### config.mk
export PLATFORM = sky130hd
export DESIGN_NAME = pipe_ctrl_flat
export DESIGN_NICKNAME = d
export VERILOG_FILES = /design/src/rtl/pipe_ctrl_pkg.sv /design/src/rtl/pipe_ctrl_if.sv /design/src/rtl/pipe_ctrl_sat_cnt.sv /design/src/rtl/pipe_ctrl.sv /design/src/flat_wrapper.sv
export SDC_FILE = /design/constraint.sdc
export NUM_CORES = 1
export LEC_CHECK = 0
export BUFFER_PORTS_ARGS = -buffer_cell sky130_fd_sc_hd__clkbuf_2
export CORE_ASPECT_RATIO = 2
export CORE_MARGIN = 2
export CORE_UTILIZATION = 28
export CTS_BUF_LIST = sky130_fd_sc_hd__clkbuf_8
export DETAILED_ROUTE_END_ITERATION = 8
export PLACE_DENSITY_LB_ADDON = 0.15
export SLEW_MARGIN = 20
export SYNTH_ARGS = -nofsm -noshare
export SYNTH_HDL_FRONTEND = slang
export SYNTH_HIERARCHICAL = 1
export SYNTH_SLANG_ARGS = --single-unit
### constraint.sdc
create_clock -name clk -period 10.5 [get_ports clk]
set_input_delay 1.05 -clock clk [delete_from_list [all_inputs] [get_ports clk]]
set_output_delay 1.05 -clock clk [all_outputs]
set_load 0.01 [all_outputs]
### src/rtl/pipe_ctrl_pkg.sv
// ============================================================================
// Module  : pipe_ctrl_pkg
// Purpose : Shared constants for the pipeline hazard controller.
// Rev     : 1.0  initial release
// ============================================================================
`default_nettype none

package pipe_ctrl_pkg;

  localparam logic STOP    = 1'b1;
  localparam logic NO_STOP = 1'b0;

  localparam int STG_PC  = 0;
  localparam int STG_IF  = 1;
  localparam int STG_ID  = 2;
  localparam int STG_EX  = 3;
  localparam int STG_MEM = 4;

  localparam int DEFAULT_NUM_STAGES = 5;

  // Index width that never collapses to zero bits for tiny parameter values.
  function automatic int idx_width(input int n);
    return (n <= 2) ? 1 : $clog2(n);
  endfunction

endpackage

`default_nettype wire

### src/rtl/pipe_ctrl_if.sv
// ============================================================================
// Module  : pipe_ctrl_if
// Purpose : Request/response bundle between the pipeline and pipe_ctrl.
// Rev     : 1.0  initial release
// ============================================================================
`default_nettype none

interface pipe_ctrl_if
  import pipe_ctrl_pkg::*;
#(
  parameter int NUM_STAGES = DEFAULT_NUM_STAGES,
  parameter int CNT_W      = 32
);
  localparam int STG_W = idx_width(NUM_STAGES);

  logic [NUM_STAGES-1:0] stallreq_i;
  logic                  flush_req_i;
  logic [STG_W-1:0]      flush_stage_i;
  logic                  cnt_clr_i;
  logic [NUM_STAGES-1:0] stalled_o;
  logic [NUM_STAGES-1:0] flush_o;
  logic [CNT_W-1:0]      stall_cnt_o;
  logic [CNT_W-1:0]      flush_cnt_o;
  logic                  stall_timeout_o;

  modport master (
    output stallreq_i, flush_req_i, flush_stage_i, cnt_clr_i,
    input  stalled_o, flush_o, stall_cnt_o, flush_cnt_o, stall_timeout_o
  );

  modport slave (
    input  stallreq_i, flush_req_i, flush_stage_i, cnt_clr_i,
    output stalled_o, flush_o, stall_cnt_o, flush_cnt_o, stall_timeout_o
  );

endinterface

`default_nettype wire

### src/rtl/pipe_ctrl_sat_cnt.sv
// ============================================================================
// Module  : sat_cnt
// Purpose : Saturating up-counter with synchronous clear (clear wins).
// Rev     : 1.0  initial release
// ============================================================================
`default_nettype none

module sat_cnt #(
  parameter int W = 32
) (
  input  logic         clk,
  input  logic         rst,
  input  logic         clr_i,
  input  logic         inc_i,
  output logic [W-1:0] cnt_o
);

  logic [W-1:0] r_cnt;

  always_ff @(posedge clk or posedge rst) begin
    if (rst) begin
      r_cnt <= '0;
    end else if (clr_i) begin
      r_cnt <= '0;
    end else if (inc_i && (r_cnt != {W{1'b1}})) begin
      r_cnt <= r_cnt + 1'b1;
    end
  end

  assign cnt_o = r_cnt;

endmodule

`default_nettype wire

### src/rtl/pipe_ctrl.sv
// ============================================================================
// Module  : pipe_ctrl
// Purpose : N-stage stall prioritiser with deferred flushes, perf counters
//           and a PC-stall watchdog.
// Rev     : 1.0  initial release
// ============================================================================
`default_nettype none

module pipe_ctrl
  import pipe_ctrl_pkg::*;
#(
  parameter int NUM_STAGES = DEFAULT_NUM_STAGES,
  parameter int CNT_W      = 32,
  parameter int WDOG_LIMIT = 1024
) (
  input  logic         clk,
  input  logic         rst,
  pipe_ctrl_if.slave   bus
);

  localparam int                STG_W    = idx_width(NUM_STAGES);
  localparam int                RUN_W    = idx_width(WDOG_LIMIT + 1);
  localparam logic              WDOG_EN  = (WDOG_LIMIT != 0);
  localparam logic [RUN_W-1:0]  RUN_LAST = RUN_W'((WDOG_LIMIT > 0) ? WDOG_LIMIT - 1 : 0);

  logic                  r_pend_v;
  logic [STG_W-1:0]      r_pend_stage;
  logic                  r_timeout;

  logic                  w_fl_req;
  logic [STG_W-1:0]      w_fl_stage;
  logic                  w_blocked;
  logic                  w_fl_eff;
  logic                  w_acc;
  logic [NUM_STAGES-1:0] w_req_masked;
  logic [NUM_STAGES-1:0] w_stalled;
  logic [NUM_STAGES-1:0] w_flush;
  logic [RUN_W-1:0]      w_run_cnt;

  always_comb begin
    w_fl_req     = r_pend_v | bus.flush_req_i;
    w_fl_stage   = r_pend_stage;
    w_blocked    = 1'b0;
    w_req_masked = bus.stallreq_i;
    w_flush      = '0;
    w_stalled    = '0;
    w_acc        = NO_STOP;

    if (bus.flush_req_i && (!r_pend_v || (bus.flush_stage_i > r_pend_stage))) begin
      w_fl_stage = bus.flush_stage_i;
    end

    // Only stalls at or above the flushing stage can hold the flush back.
    for (int s = 0; s < NUM_STAGES; s++) begin
      if (s >= int'(w_fl_stage)) begin
        w_blocked = w_blocked | bus.stallreq_i[s];
      end
    end
    w_fl_eff = w_fl_req & ~w_blocked;

    for (int s = 0; s < NUM_STAGES; s++) begin
      if (w_fl_eff && (s < int'(w_fl_stage))) begin
        w_req_masked[s] = 1'b0;
        w_flush[s]      = 1'b1;
      end
    end

    // Highest requesting stage stalls itself and everything behind it.
    for (int s = NUM_STAGES - 1; s >= 0; s--) begin
      w_acc        = w_acc | w_req_masked[s];
      w_stalled[s] = w_acc;
    end
  end

  always_ff @(posedge clk or posedge rst) begin
    if (rst) begin
      r_pend_v     <= 1'b0;
      r_pend_stage <= '0;
    end else if (w_fl_eff) begin
      r_pend_v     <= 1'b0;
    end else if (w_fl_req) begin
      r_pend_v     <= 1'b1;
      r_pend_stage <= w_fl_stage;
    end
  end

  always_ff @(posedge clk or posedge rst) begin
    if (rst) begin
      r_timeout <= 1'b0;
    end else if (bus.cnt_clr_i) begin
      r_timeout <= 1'b0;
    end else if (WDOG_EN && w_stalled[STG_PC] && (w_run_cnt == RUN_LAST)) begin
      r_timeout <= 1'b1;
    end
  end

  sat_cnt #(.W(CNT_W)) u_stall_cnt (
    .clk   (clk),
    .rst   (rst),
    .clr_i (bus.cnt_clr_i),
    .inc_i (|w_stalled),
    .cnt_o (bus.stall_cnt_o)
  );

  sat_cnt #(.W(CNT_W)) u_flush_cnt (
    .clk   (clk),
    .rst   (rst),
    .clr_i (bus.cnt_clr_i),
    .inc_i (w_fl_eff),
    .cnt_o (bus.flush_cnt_o)
  );

  sat_cnt #(.W(RUN_W)) u_run_cnt (
    .clk   (clk),
    .rst   (rst),
    .clr_i (~w_stalled[STG_PC]),
    .inc_i (w_stalled[STG_PC]),
    .cnt_o (w_run_cnt)
  );

  assign bus.stalled_o       = rst ? '0 : w_stalled;
  assign bus.flush_o         = rst ? '1 : w_flush;
  assign bus.stall_timeout_o = r_timeout;

endmodule

`default_nettype wire

### src/flat_wrapper.sv
// flat-port wrapper written by rule: the top's interface ports become plain ports
module pipe_ctrl_flat import pipe_ctrl_pkg::*;
#(
  parameter int NUM_STAGES = DEFAULT_NUM_STAGES,
  parameter int CNT_W      = 32,
  parameter int WDOG_LIMIT = 1024
)
  (clk, rst, bus_stallreq_i, bus_flush_req_i, bus_flush_stage_i, bus_cnt_clr_i, bus_stalled_o, bus_flush_o, bus_stall_cnt_o, bus_flush_cnt_o, bus_stall_timeout_o);
  pipe_ctrl_if #(.NUM_STAGES(NUM_STAGES), .CNT_W(CNT_W)) bus_i ();
  input  logic clk;
  input  logic rst;
  input wire logic [$bits(bus_i.stallreq_i)-1:0] bus_stallreq_i;
  input wire logic [$bits(bus_i.flush_req_i)-1:0] bus_flush_req_i;
  input wire logic [$bits(bus_i.flush_stage_i)-1:0] bus_flush_stage_i;
  input wire logic [$bits(bus_i.cnt_clr_i)-1:0] bus_cnt_clr_i;
  output wire logic [$bits(bus_i.stalled_o)-1:0] bus_stalled_o;
  output wire logic [$bits(bus_i.flush_o)-1:0] bus_flush_o;
  output wire logic [$bits(bus_i.stall_cnt_o)-1:0] bus_stall_cnt_o;
  output wire logic [$bits(bus_i.flush_cnt_o)-1:0] bus_flush_cnt_o;
  output wire logic [$bits(bus_i.stall_timeout_o)-1:0] bus_stall_timeout_o;
  assign bus_i.stallreq_i = bus_stallreq_i;
  assign bus_i.flush_req_i = bus_flush_req_i;
  assign bus_i.flush_stage_i = bus_flush_stage_i;
  assign bus_i.cnt_clr_i = bus_cnt_clr_i;
  assign bus_stalled_o = bus_i.stalled_o;
  assign bus_flush_o = bus_i.flush_o;
  assign bus_stall_cnt_o = bus_i.stall_cnt_o;
  assign bus_flush_cnt_o = bus_i.flush_cnt_o;
  assign bus_stall_timeout_o = bus_i.stall_timeout_o;
  pipe_ctrl #(.NUM_STAGES(NUM_STAGES), .CNT_W(CNT_W), .WDOG_LIMIT(WDOG_LIMIT)) u_core (.clk(clk), .rst(rst), .bus(bus_i));
endmodule
# == Word-level counts from Yosys, hierarchy flattened ==
# Cells that the tools add are included.
# W data, S select, Z words.
# word_totals
input_bits,12
output_inout_bits,75
word_cells,83
reg_bits,80
# classes
reduce_logical,18
n_addsub,3
muxes,28
n_lt_le_gt_ge,11
n_bitwise,12
n_eq_ne,5
# ops
op,n
$mux W32,4
$add A32 B1 Y32 const B,2
$ne A32 B32 Y1 const B,2
$mux W11,2
$mux W1,19
$add A11 B1 Y11 const B,1
$eq A11 B10 Y1 const B,1
$ne A11 B11 Y1 const B,1
$logic_and A1 B1 Y1,10
$mux W5,2
$or A1 B1 Y1,9
$reduce_bool A2 Y1,4
$ge A1 B3 Y1 const A,2
$ge A2 B3 Y1 const A,2
$lt A1 B3 Y1 const A,2
$lt A2 B3 Y1 const A,2
$reduce_or A5 Y1,1
$ge A3 B3 Y1 const A,1
$gt A3 B3 Y1,1
$lt A3 B3 Y1 const A,1
$mux W3,1
$ne A2 B1 Y1 const B,1
$not A1 Y1,2
$reduce_and A2 Y1,1
3 further kinds,3

# == Depth between registers and ports, before layout ==
# logic_depth
ltp_word,26
depth_mapped,17
ltp_nobuf,15

# == Cells and area by module ==
# Netlist, hierarchy kept.
# by_module_without_submodules
module,seq_area_each_um2,n_inst,cells_each,area_each_um2
sat_cnt at u_core.u_flush_cnt,800.8,1,195,1826.8
sat_cnt at u_core.u_stall_cnt,800.8,1,186,1740.4
sat_cnt at u_core.u_run_cnt,275.3,1,77,743.2
pipe_ctrl,125.1,1,104,721.9

# == Least setup slack after synthesis ==
# Ideal clock, no wire load.
# synth_timing
kind,input -> register
start,in bus_flush_stage_i[1]
end,"reg u_core.u_stall_cnt.r_cnt[19], in the netlist u_core/u_stall_cnt/cnt_o[19]"
setup_ns,0.078
cell_stages,16
path_slack_ns,5.892
t_required_ns,10.422
t_arrival_ns,4.530
path_buffers,2
cell_sequence,ha_1 nor2b_1 o41a_1 and2_1 buf_6 a21oi_1 a21oi_1 a211o_1 a2bb2oi_4 inv_1 nand4_1 nor3_1 o311ai_1 buf_2 or4_1 a21oi_1
# synth_via
elab_chain_cells,25
word_cells_on_any_way,42
cone_classes,order compare: 11; mux: 11; bitwise: 10; reduce/logical: 10
# synth_rtl
item,line_no,source
"start, declared",flat_wrapper.sv:14,input wire logic [$bits(bus_i.flush_stage_i)-1:0] bus_flush_stage_i;
$gt A3 B3 Y1,pipe_ctrl.sv:49,if (bus.flush_req_i && (!r_pend_v || (bus.flush_stage_i > r_pend_stage))) begin
$logic_or A1 B1 Y1,pipe_ctrl.sv:49,
$logic_and A1 B1 Y1,pipe_ctrl.sv:49,
$mux W3 (*),pipe_ctrl.sv:49,
$ge A1 B3 Y1,pipe_ctrl.sv:55,if (s >= int'(w_fl_stage)) begin
$mux W1,pipe_ctrl.sv:55,
$or A1 B1 Y1,pipe_ctrl.sv:56,w_blocked = w_blocked | bus.stallreq_i[s];
$mux W1,pipe_ctrl.sv:55,
[6 not listed],-,
$not A1 Y1,pipe_ctrl.sv:59,w_fl_eff = w_fl_req & ~w_blocked;
$and A1 B1 Y1,pipe_ctrl.sv:59,
$logic_and A1 B1 Y1,pipe_ctrl.sv:62,if (w_fl_eff && (s < int'(w_fl_stage))) begin
$mux W1,pipe_ctrl.sv:62,
$or A1 B1 Y1 (4 in series),pipe_ctrl.sv:70,w_acc = w_acc | w_req_masked[s];
$reduce_or A5 Y1 (*),pipe_ctrl.sv:101,".inc_i (|w_stalled),"
$logic_and A1 B1 Y1 (*),pipe_ctrl_sat_cnt.sv:25,end else if (inc_i && (r_cnt != {W{1'b1}})) begin
$reduce_bool A2 Y1 (no source line) (*),-,
"end signal, assigned",pipe_ctrl_sat_cnt.sv:26,r_cnt <= r_cnt + 1'b1;
"end, declared",pipe_ctrl_sat_cnt.sv:18,logic [W-1:0] r_cnt;
# Mark *: on every way between the ends. The rest lies on a longest branch, timed or not.
# A chain may end at the register's enable or synchronous reset.

# == Worst setup path in the final report ==
# layout_timing
start,in bus_flush_stage_i[1]
end,out bus_stalled_o[0]
# layout_via
elab_chain_cells,23
word_cells_on_any_way,40
cone_classes,order compare: 11; mux: 12; bitwise: 10; reduce/logical: 7
# layout_rtl
item,line_no,source
$gt A3 B3 Y1,pipe_ctrl.sv:49,
$logic_or A1 B1 Y1,pipe_ctrl.sv:49,
$logic_and A1 B1 Y1,pipe_ctrl.sv:49,
$mux W3 (*),pipe_ctrl.sv:49,
$ge A1 B3 Y1,pipe_ctrl.sv:55,
$mux W1,pipe_ctrl.sv:55,
$or A1 B1 Y1,pipe_ctrl.sv:56,
$mux W1,pipe_ctrl.sv:55,
[5 not listed],-,
$mux W1,pipe_ctrl.sv:55,
$not A1 Y1,pipe_ctrl.sv:59,
$and A1 B1 Y1,pipe_ctrl.sv:59,
$logic_and A1 B1 Y1,pipe_ctrl.sv:62,
$mux W1,pipe_ctrl.sv:62,
$or A1 B1 Y1 (3 in series),pipe_ctrl.sv:70,
$or A1 B1 Y1 (*),pipe_ctrl.sv:70,
$mux W5 (*),pipe_ctrl.sv:121,assign bus.stalled_o = rst ? '0 : w_stalled;
"end, declared",flat_wrapper.sv:16,output wire logic [$bits(bus_i.stalled_o)-1:0] bus_stalled_o;
# Marked as above.

==> results.txt <==
Synthesis inferred 80 register bits. The critical path is of the input pin to output pin type. The hold buffer count at cts came out at 0. The wire length after detailed routing is 14.8 mm. Dividing the final minimum period by the clock period gives 0.479.

The number of enable flip-flop cells after synthesis is 0. The cell type of the slowest stage on the worst timing path is sky130_fd_sc_hd__or4_4. For this run the aggregate overflow at the end of global routing stands at 0. The share of total power dissipated in combinational logic is 0.347. The cell count after synthesis came out at about 560. For this run, the total global-route usage over all layers was measured as 0.156. At the worst endpoint, the required time is roughly 9.5 ns. The number of top-level pins came out at 87. Of the total power, registers draw 0.366.

The worst-case IR drop observed on VDD is approximately 0.072 mV. The number of buffers inserted to repair setup after CTS came out at 0. The cell area after synthesis is 5030 µm². The detailed-route via count came out at roughly 4.8k. The total iterations of the first detailed-routing run is 4.

After detailed routing, the number of remaining DRC violations is 0. The first-pass GRT wire length came out at 24.5 mm. The switching part of the total power came out at 0.386. Counting instances in the post-synthesis netlist gives the leading cell types as sky130_fd_sc_hd__dfrtp_1, sky130_fd_sc_hd__a21oi_1, sky130_fd_sc_hd__nor2_1, sky130_fd_sc_hd__nand2_1, sky130_fd_sc_hd__inv_1.

STA classifies the critical path startpoint as an input pin. The internal power of the cells totals about 610 µW. The largest net degree at the start of global routing is just under 70. The run finished with clean final reports. The biggest area consumer among synthesized cells is sky130_fd_sc_hd__dfrtp_1.

Setup repair after global routing left no endpoint under its margin. The H-tree depth reported by CTS is 3. The number of fill cells in the layout is between 1.5k and 2k.

The highest achievable clock rate is between 150 and 200 MHz. The switching power came out at 384 µW. The total clock sinks is 80. The post-layout net count came out at 657. The clock buffer count from CTS is 9. The layout overhead on the synthesized area came out at 16.7%.

In the synthesized netlist the dominant register cell turns out to be sky130_fd_sc_hd__dfrtp_1. The tool flagged a number of max-cap violations equal to 0. The worst setup path is captured at an output pin.

sky130_fd_sc_hd__dfrtp_1 is the most common cell in the netlist. For this run, the slowest stage of the critical path takes 0.52 ns. The chip height is 194 µm. The floorplan step set the die width to about 100 µm. The DRC marker count from the first detailed-route iteration came out at 219. The cell area reported after detailed placement came out at ~5600 µm².

The clock slew seen by the registers of the worst setup and hold paths is about 0.09 ns. The die footprint is around 19000 µm². Once the clock tree was built, the resizer swapped 0 gates to a different size. The accumulated negative setup slack came out at 0 ns. The routed length per placed instance is approximately 17 µm.

By area the synthesized netlist is led by sky130_fd_sc_hd__dfrtp_1, sky130_fd_sc_hd__a21oi_1, sky130_fd_sc_hd__o31ai_1, sky130_fd_sc_hd__or4_1, sky130_fd_sc_hd__nor2_1. The mean cell area of the mapped netlist is ~9.0 µm². The proportion of register bits with asynchronous set or reset after synthesis is 1.00. The number of hold violations in the final report was 0.

The area of the placeable core is between 15000 and 20000 µm². The via-per-instance ratio is 5.56. TritonCTS built the clock tree. The diode insertion count for antenna repair is 0. The fraction of layout instances using a drive strength above 1 is 0.214. The share of synthesized area in the top cell type comes to 0.398. The synthesized net count is 580. The worst max-slew margin expressed relative to the limit came out at 0.327.

The count of buffers from port buffering is 86. The worst-skew pair later-pin latency came out at around 0.37 ns. The wire-length estimate of the detail-placed layout is around 11 mm. The cell family contributing the most delay on the critical path is simple AND/OR/NAND/NOR gates. The post-route minimum period is approximately 5.0 ns. The buffer depth of the longest clock path came out at 2.

The number of global-route vias before repair was around 4.8k. The number of nets with antenna violations after detailed routing is 0. The path class of the lowest-slack min-delay path is register to register. The worst-path maximum fanout came out at 21. The signal on the critical path passes through clkbuf_2 -> ha_1 -> nor2b_1 -> o41a_1 -> and2_1 -> or4_4 -> a311oi_1 -> nor2_1 -> a2bb2oi_4 -> nor2_1 -> clkbuf_2.

The share of the core filled with cells in the final layout is 0.332. The effective utilization at floorplan came out at 0.284. The sequential-to-total area share from yosys stat is 0.398.

The transition time of the tightest slew-check pin is approximately 1 ns. The clock share of power is 0.287. The Yosys warning count came out at 6. The data arrival time of the critical path is around 4 ns. The final RePlAce weighted congestion is around 0.9. The number of distinct library cells after synthesis came out at 70. The initial antenna violation count is 0. The number of core rows came out at between 60 and 70. The final count of negative-setup-slack endpoints is 0. The leakage power is about 0.0024 µW. The count of buffering cells on the critical path with inverters included is 2.

The power density over cell area is between 150 and 200 nW/µm². On the final layout, the worst clock skew is roughly 0.014 ns. The total count of max-transition violations in the final report is 0.

The area of all placed cells without fillers is just under 6000 µm². Clock tree synthesis selected as its root buffer the cell sky130_fd_sc_hd__clkbuf_8.
[placed cells by master (no fill, tap or decap), types with 8 or more instances in the layout]
master                      n
sky130_fd_sc_hd__dfrtp_1   80
sky130_fd_sc_hd__o31ai_1   24
sky130_fd_sc_hd__inv_1     34
sky130_fd_sc_hd__nor3_1     9
sky130_fd_sc_hd__clkbuf_8   9
sky130_fd_sc_hd__nor2_1    45
sky130_fd_sc_hd__xor2_1     8
sky130_fd_sc_hd__clkbuf_2  86
sky130_fd_sc_hd__or3_1     24
sky130_fd_sc_hd__nand3_1   26
sky130_fd_sc_hd__nand4_1   21
sky130_fd_sc_hd__o21ai_0   28
sky130_fd_sc_hd__nand2_1   34
sky130_fd_sc_hd__a21oi_1   59
sky130_fd_sc_hd__or4_1     23
[stage by stage]
step / setup slack [ns] / instances / hold slack, ns / total power (µW)
finish: 5.47 / 857 / 0.555 / 995
CTS: 5.48 / 857 / 0.559 / 1010
global placement: 5.41 / 841 / 0.544 / 708
detailed placement: 5.19 / 841 / 0.534 / 715
global route: 5.22 / 857 / 0.588 / 1070
floorplan: 5.89 / 562 / 0.481 / 634
[worst paths after layout]
check / slack (ns) / depth (start not counted) / start / end
min: 0.55 / 1 / u_core/r_pend_stage[1] / u_core/r_pend_stage[1]
max reg2reg: 5.89 / 16 / u_core/r_pend_stage[1] / u_core/u_stall_cnt/cnt_o[27]
min reg2reg: 0.55 / 1 / u_core/r_pend_stage[1] / u_core/r_pend_stage[1]
max in group asynchronous: 9.30 / 3 / rst / u_core/u_flush_cnt/cnt_o[15]
min in group asynchronous: 0.69 / 2 / rst / u_core/r_pend_stage[0]
max: 5.47 / 11 / bus_flush_stage_i[1] / bus_stalled_o[0]
[layer usage]
| layer | wire length, µm | global-route usage | vias to the layer above |
|---|---|---|---|
| met5 | 0 | 0 | - |
| met4 | 388 | 0.0609 | 0 |
| li1 | - | - | 2277 |
| met2 | 8500 | 0.304 | 120 |
| met3 | 468 | 0.0271 | 19 |
| met1 | 5450 | 0.160 | 2353 |
[logic make-up (layout without fill, tap and decap cells)]
| kind of cell | after synthesis | count (layout) | synth area share |
|---|---|---|---|
| muxes | 12 | 12 | 0.0269 |
| xor gates and xnor gates | 15 | 15 | 0.0261 |
| and+or+nand+nor | 236 | 236 | 0.277 |
| buffers and inverters | 57 | 139 | 0.0525 |
| AOI/OAI and AO/OA | 156 | 156 | 0.205 |
| adders and majority gates | 6 | 6 | 0.0149 |
| DFF | 80 | 80 | 0.398 |
[sequential cells by signal, indices dropped and copies added, names as in the netlist]
register	count
u_core/u_flush_cnt/cnt_o	32
u_core/r_pend_v	1
u_core/u_stall_cnt/cnt_o	32
u_core/r_pend_stage	3
u_core/u_run_cnt/cnt_o	11
u_core/bus.stall_timeout_o	1
[final cells by class]
cell class	instances	area, µm²	share of cell area
Clock buffer	9	124	0.0211
Timing Repair Buffer	90	460	0.0784
Multi-Input combinational cell	425	2780	0.473
Tap cell	213	267	0.0454
Clock inverter	7	119	0.0202
Sequential cell	80	2000	0.341
Inverter	33	124	0.0211
[power by group through the flow]
stage / sequential [µW] / combinational [µW] / clock (µW)
floorplan: 360 / 274 / 0
global placement: 369 / 339 / 0
detailed placement: 369 / 346 / 0
CTS: 364 / 347 / 298
global route: 369 / 388 / 309
finish: 364 / 346 / 285
Note: power is estimated with default switching activity, not from simulation.
